`config.mk`:
```
export PLATFORM = sky130hd
export DESIGN_NAME = call_display_queue
export DESIGN_NICKNAME = d
export VERILOG_FILES = /design/src/rtl/call_display_queue.sv
export SDC_FILE = /design/constraint.sdc
export NUM_CORES = 1
export LEC_CHECK = 0
export BUFFER_PORTS_ARGS = -buffer_cell sky130_fd_sc_hd__buf_2
export CORE_MARGIN = 2
export CORE_UTILIZATION = 43
export DETAILED_ROUTE_END_ITERATION = 10
export PLACE_DENSITY_LB_ADDON = 0.05
export REMOVE_ABC_BUFFERS = 1
export SYNTH_ARGS = -nofsm -noshare
export SYNTH_HDL_FRONTEND = slang
export SYNTH_SLANG_ARGS = --single-unit
export TNS_END_PERCENT = 5
```
`constraint.sdc`:
```
create_clock -name clk -period 2.4 [get_ports clk]
set_input_delay 0.24 -clock clk [delete_from_list [all_inputs] [get_ports clk]]
set_output_delay 0.24 -clock clk [all_outputs]
set_load 0.02 [all_outputs]
```
`src/rtl/call_display_queue.sv`:
```
// rtl/call_display_queue.sv - FIFO-buffered call events shown on the hall display with hold timer and blink
module call_display_queue #(
   parameter int DEPTH       = 4,
   parameter int HOLD_CYCLES = 8,
   parameter int BLINK_HALF  = 2
) (
   input  logic                     clk,
   input  logic                     rst,
   input  logic                     call_valid,
   input  logic [2:0]               call_counter,
   input  logic [5:0]               call_number,
   input  logic                     flush,
   output logic [2:0]               disp_counter,
   output logic [5:0]               disp_number,
   output logic                     disp_active,
   output logic                     blink,
   output logic [$clog2(DEPTH):0]   fifo_count,
   output logic                     drop,
   output logic                     overflow
);

   localparam int AW = $clog2(DEPTH);
   localparam int CW = AW + 1;
   localparam int TW = $clog2(HOLD_CYCLES);
   localparam int BW = (BLINK_HALF > 1) ? $clog2(BLINK_HALF) : 1;

   typedef enum logic [0:0] {IDLE, SHOW} state_t;

   state_t          state_q;
   logic [8:0]      mem_q [DEPTH];
   logic [AW-1:0]   wr_ptr_q, wr_ptr_d;
   logic [AW-1:0]   rd_ptr_q, rd_ptr_d;
   logic [CW-1:0]   count_q, count_d;
   logic [TW-1:0]   timer_q;
   logic [BW-1:0]   bcnt_q;
   logic [2:0]      disp_counter_q;
   logic [5:0]      disp_number_q;
   logic            disp_active_q, blink_q, drop_q, overflow_q;

   logic valid_code, push_req, full, hold_done, pop, push, lose;

   always_comb begin
      valid_code = (call_counter >= 3'd1) && (call_counter <= 3'd5);
      push_req   = call_valid && valid_code && !flush;
      full       = (count_q == CW'(DEPTH));
      hold_done  = (state_q == SHOW) && (timer_q == TW'(HOLD_CYCLES - 1));
      // Pop samples the pre-edge count, so a call pushed into an empty queue waits a cycle.
      pop        = !flush && (count_q != '0) && ((state_q == IDLE) || hold_done);
      push       = push_req && (!full || pop);
      lose       = push_req && full && !pop;

      wr_ptr_d = wr_ptr_q;
      rd_ptr_d = rd_ptr_q;
      count_d  = count_q;
      if (flush) begin
         wr_ptr_d = '0;
         rd_ptr_d = '0;
         count_d  = '0;
      end else begin
         if (push) wr_ptr_d = wr_ptr_q + AW'(1);
         if (pop)  rd_ptr_d = rd_ptr_q + AW'(1);
         count_d = count_q + CW'(push) - CW'(pop);
      end
   end

   always_ff @(posedge clk) begin
      if (push) mem_q[wr_ptr_q] <= {call_counter, call_number};
   end

   always_ff @(posedge clk or negedge rst) begin
      if (!rst) begin
         state_q        <= IDLE;
         wr_ptr_q       <= '0;
         rd_ptr_q       <= '0;
         count_q        <= '0;
         timer_q        <= '0;
         bcnt_q         <= '0;
         disp_counter_q <= '0;
         disp_number_q  <= '0;
         disp_active_q  <= 1'b0;
         blink_q        <= 1'b0;
         drop_q         <= 1'b0;
         overflow_q     <= 1'b0;
      end else begin
         wr_ptr_q <= wr_ptr_d;
         rd_ptr_q <= rd_ptr_d;
         count_q  <= count_d;
         drop_q   <= lose;
         if (lose) overflow_q <= 1'b1;

         if (flush) begin
            state_q       <= IDLE;
            disp_active_q <= 1'b0;
            blink_q       <= 1'b0;
            timer_q       <= '0;
            bcnt_q        <= '0;
         end else if (pop) begin
            {disp_counter_q, disp_number_q} <= mem_q[rd_ptr_q];
            state_q       <= SHOW;
            disp_active_q <= 1'b1;
            blink_q       <= 1'b1;
            timer_q       <= '0;
            bcnt_q        <= '0;
         end else if (hold_done) begin
            state_q       <= IDLE;
            disp_active_q <= 1'b0;
            blink_q       <= 1'b0;
         end else if (state_q == SHOW) begin
            timer_q <= timer_q + TW'(1);
            if (bcnt_q == BW'(BLINK_HALF - 1)) begin
               bcnt_q  <= '0;
               blink_q <= ~blink_q;
            end else begin
               bcnt_q <= bcnt_q + BW'(1);
            end
         end
      end
   end

   assign disp_counter = disp_counter_q;
   assign disp_number  = disp_number_q;
   assign disp_active  = disp_active_q;
   assign blink        = blink_q;
   assign fifo_count   = count_q;
   assign drop         = drop_q;
   assign overflow     = overflow_q;

endmodule

```
# --- Word-level counts from Yosys, hierarchy flattened ---
# Memories as Yosys holds them, arrays and structs flattened. A register that Yosys moved wholly into a read port is not among the register bits.
# Index checks and enable logic that the tools add are counted.
# W data, S select, Z words.
totals:
  register_bits: 15
  ramBits: 36
  wordCells: 73
  mem_count: 1
mem_list:
  columns: ["memory", "depth", "width", "read_ports", "rd_clocked_by_memory_dff", "write_ports", "line", "text"]
  rows:
  - ["mem_q", 4, 9, 1, 1, 1, "30", "logic [8:0] mem_q [DEPTH];"]
classes:
  add_sub_neg: 6
  n_lt_le_gt_ge: 2
  n_eq_ne: 3
  muxes: 24
  bitwise: 3
  n_reduce_logical: 25
ops:
  columns: ["cell", "n"]
  rows:
  - ["$mux W1", 15]
  - ["$mux W3", 5]
  - ["$logic_and A1 B1 Y1", 9]
  - ["$reduce_bool A3 Y1", 3]
  - ["$mux W2", 4]
  - ["$reduce_bool A4 Y1", 2]
  - ["$eq A3 B3 Y1 const B", 2]
  - ["$reduce_and A2 Y1", 3]
  - ["$add A2 B1 Y2 const B", 2]
  - ["$logic_not A1 Y1", 4]
  - ["$reduce_bool A2 Y1", 2]
  - ["$add A3 B1 Y3", 1]
  - ["$add A3 B1 Y3 const B", 1]
  - ["$ge A3 B1 Y1 const B", 1]
  - ["$le A3 B3 Y1 const B", 1]
  - ["$ne A3 B2 Y1 const B", 1]
  - ["$not A1 Y1", 3]
  - ["$sub A3 B1 Y3", 1]
  - ["$logic_or A1 B1 Y1", 2]
  - ["$add A1 B1 Y1 const B", 1]

# --- Depth between registers and ports, before layout ---
logic_depth:
  depth_word: 9
  ltp_mapped: 14

# --- Worst setup path before layout ---
# No wires, ideal clock.
synth_path:
  path_kind: "register to register"
  from: "register timer_q[0]"
  to: "register count_q[2], in the netlist fifo_count[2]"
  setup_time_ps: 132
  t_arrival_ps: 2304
  t_required_ps: 2268
  slack_ps: -36
  stages_incl_launch_ff: 15
  cell_sequence: "dfrtp_1 -> ha_1 -> ha_1 -> nor2b_1 -> buf_6 -> o211ai_1 -> nor2b_4 -> inv_1 -> ha_1 -> inv_1 -> ha_1 -> inv_1 -> fa_1 -> xnor2_1 -> nor2_1"
synth_between:
  elab_chain_cells: 9
synth_rtl:
  columns: ["element", "line", "text"]
  rows:
  - ["start: declaration", "34", "logic [TW-1:0] timer_q;"]
  - ["start signal: assignment", "109", "timer_q <= timer_q + TW'(1);"]
  - ["$eq A3 B3 Y1 *", "46", "hold_done = (state_q == SHOW) && (timer_q == TW'(HOLD_CYCLES - 1));"]
  - ["$logic_and A1 B1 Y1 *", "46", null]
  - ["$logic_or A1 B1 Y1 *", "48", "pop = !flush && (count_q != '0) && ((state_q == IDLE) || hold_done);"]
  - ["$logic_and A1 B1 Y1 *", "48", null]
  - ["$logic_or A1 B1 Y1", "49", "push = push_req && (!full || pop);"]
  - ["$logic_and A1 B1 Y1", "49", null]
  - ["$add A3 B1 Y3", "62", "count_d = count_q + CW'(push) - CW'(pop);"]
  - ["$sub A3 B1 Y3 *", "62", null]
  - ["$mux W3 *", "55", "if (flush) begin"]
  - ["named net count_d[2]", "33", "logic [CW-1:0] count_q, count_d;"]
  - ["end signal: assignment", "87", "count_q <= count_d;"]
  - ["end: declaration", "33", null]
# The timed path passes the listed nets; every way through them passes the cells marked *.
# A chain may end at the register's enable or synchronous reset.

# --- Worst setup path in the final report ---
layout_path:
  from: "register timer_q[1]"
  to: "register count_q[1], in the netlist fifo_count[1]"
# The elaborated chain is that of the path after synthesis.

==> results.ini <==
[pwr]
p_leak_uw = 0.00120
max-vdd-ir-drop_uv = 475
powerDensity_mw_per_mm2 = 1080

[clock_network]
tritoncts = done
clkSlewWorstSetupHoldPaths_ns = 0.07
cts_num_sinks = 60
numCtsBuffers = 9
clk_latency_ns = 0.33
cts_buffer_depth = 2
cts-root-buf = clkbuf_8
htreeDepth = 3

[global_route]
grt_usage_pct = 16.0
grt_pass1_wl_um = 7250
grt_pass1_vias = 1386
grt-ovfl-total = 0
antenna_found_initial = 0
grt_max_degree = 25

[sta]
relSlewSlack_pct = 60.5
rsz0062_at_grt = true
fmax_ghz = 0.421
fin_crit_ns = 2.37
final.setup.worst_slack_ns = 0.0267
finalSetupViolCount = 0
tightest_slew_ns = 0.593
drv_slew = 0
hold_viol = 0
finalCritPeriodShare_pct = 98.9
finClkSkew_ns = 0.00735

[worst_setup_path]
path_class = flip-flop to flip-flop
worst_path_max_delay_cell = fa_2
critical_path_required_ns = 2.61
crit_fanout = 2
cp-end-kind = flip-flop
crit_arrival_ns = 2.59
critPathMaxStageDelay_ns = 0.51
start_kind = flip-flop
path_cells = ha_2, ha_4, nor2b_2, o211ai_1, nor2b_4, inv_1, ha_1, inv_1, ha_1, inv_2, fa_2, nor2_1

[synth]
synthesis.area_mm2 = 0.00249
synth-edff-count = 36
synth_area_leader_cell = edfxtp_1
yosys-top-cells-area = edfxtp_1, dfrtp_1, mux4_2, mux2_4, ha_1
syn_inst = 142
synth_seq_cells = 60
avgSynthCellArea_um2 = 17.6
yosys.area.top_type_share_pct = 43.4
synth_top_flop_cell = edfxtp_1
yosysSeqAreaShare_pct = 67.4
netlist-cell-type-count = 30
ys_warn_count = 0
async_flop_share_pct = 40.0

[worst_hold_path]
hold_path.class = input port to flip-flop

[detailed_routing]
ant_nets = 0
routed_wl_um = 4390
route.detailed.drc = 0
vias_per_cell = 4.92
drt_first_pass_iters = 4
first_iter_violations = 71
vias = 1304
routedWlPerCell_um = 16.6

[die]
rows = 27
die_y_um = 80.2
start_util_pct = 45.0
die_area_mm2 = 0.00642
io-pin-count = 29
die_w_um = 80.2
coreArea_mm2 = 0.00554

[placed_design]
place_ws_ns = -0.0243
routabilityCongestion = 0.750
dpl-instance-area_mm2 = 0.00275
dp_hpwl_um = 2810
io_buffers = 28

[cells_and_area]
n_antenna_cell = 0
drive_gt1_share_pct = 39.9
final_area_mm2 = 0.00295
num-nets-final = 210
syn_to_final_growth_pct = 18.2

[run]
drv_cap = 0

[run_status]
status = complete, no violations

repair_timing:
action | 4_1_cts | 5_1_grt
pin swaps | 0 | 2
hold endpoints to repair | 24 | 0
hold buffers | 1 | 0
setup buffers | 1 | 1
endpoints found under the setup margin | 1 | 2
gates resized for setup | 1 | 5
power breakdown:
part	switching, uW	internal (uW)
logic	532	540
clock network	353	363
registers	122	1280
total	1010	2180
cells by family after synthesis:
family                     Yosys count  share of synthesized area, %
adders and majority gates            9                          4.82
xor gates and xnor gates             3                          1.05
DFF                                 60                          67.4
AOI/OAI and AO/OA                    6                          1.56
buffers and inverters               11                          2.56
and+or+nand+nor                     30                          6.82
muxes                               23                          15.8
placed cells by master, fill, tap and decap left out, types with 2 or more instances in the layout:
master and n:
nand2b_1 2, nor3_2 2, dfrtp_1 24, buf_2 28, edfxtp_1 36, a22oi_1 2
nor2b_1 2, clkbuf_8 9, mux2_4 9, ha_1 6, nor2_1 12, nand2_1 2
xnor2_1 2, mux4_2 8, and2_1 4, buf_4 11, mux2i_1 4, clkbuf_1 3
clkinv_1 3, inv_1 5
cells in the mapped netlist, drive strengths merged, types with 2 or more instances:
cell type / number
edfxtp: 36
dfrtp: 24
nor2: 12
mux2: 10
mux4: 9
ha: 8
inv: 6
and2: 4
mux2i: 4
nor2b: 4
buf: 3
nand2: 3
a22oi: 2
clkbuf: 2
nand2b: 2
nor3: 2
xnor2: 2
registers in the layout (all words and copies together) (netlist names):
name,flops
mem_q,36
drop,1
blink,1
rd_ptr_q,2
overflow,1
wr_ptr_q,2
fifo_count,3
disp_number,6
timer_q,3
disp_counter,3
disp_active,1
bcnt_q,1
through the flow:
step           setup TNS (ns)  cells  util, %  hold WS, ns  power, uW
2_1_floorplan          -0.556    137        -      -0.0556       2160
3_3_place_gp                0    246     49.6        0.268       2460
3_5_place_dp          -0.0243    246     49.6        0.285       2490
4_1_cts                     0    264     52.7        0.111       3230
5_1_grt                -0.150    265     53.2        0.113       3390
6_report                    0    265     53.2        0.130       3190
layer usage:
| metal | GRT usage (%) | vias up | wire length [um] |
|---|---|---|---|
| met5 | 0 | - | 0 |
| met4 | 8.14 | 0 | 88 |
| met3 | 4.38 | 8 | 152 |
| met2 | 24.0 | 23 | 2170 |
| met1 | 21.2 | 657 | 1980 |
| li1 | - | 616 | - |
final timing paths:
kind                            depth (start not counted)                    from                    endpoint  slack (ns)
worst max register to register                         12  timer_q[1]$_DFFE_PN0P_     fifo_count[1]$_DFF_PN0_        0.03
min in group asynchronous                               2                     rst  disp_number[5]$_DFFE_PN0P_        0.45
max in group asynchronous                               2                     rst      timer_q[2]$_DFFE_PN0P_        1.55
worst max-delay path                                   12  timer_q[1]$_DFFE_PN0P_     fifo_count[1]$_DFF_PN0_        0.03
worst min register to register                          1    overflow$_DFFE_PN0P_        overflow$_DFFE_PN0P_        0.47
worst min-delay path                                    1          call_number[1]       mem_q[2][1]$_DFFE_PP_        0.13
worst max-delay path: cells and delay by family, from the launching register on:
| kind | cells | cell delay (ns) |
|---|---|---|
| flip-flops | 1 | 0.36 |
| adder cells (fa/ha/maj) | 5 | 1.25 |
| AND/OR/NAND/NOR | 3 | 0.27 |
| buffers and inverters | 3 | 0.15 |
| AO/OA/AOI/OAI | 1 | 0.23 |
final cells by class:
cell class	instances	area [um^2]
clock inverter	4	16.3
sequential	60	1680
timing repair buffer	40	233
inverter	6	22.5
tap	72	90.1
multi-input combinational	71	768
clock buffer	12	135
fill	492	2590
No activity file was read; power rests on OpenSTA's default activity.
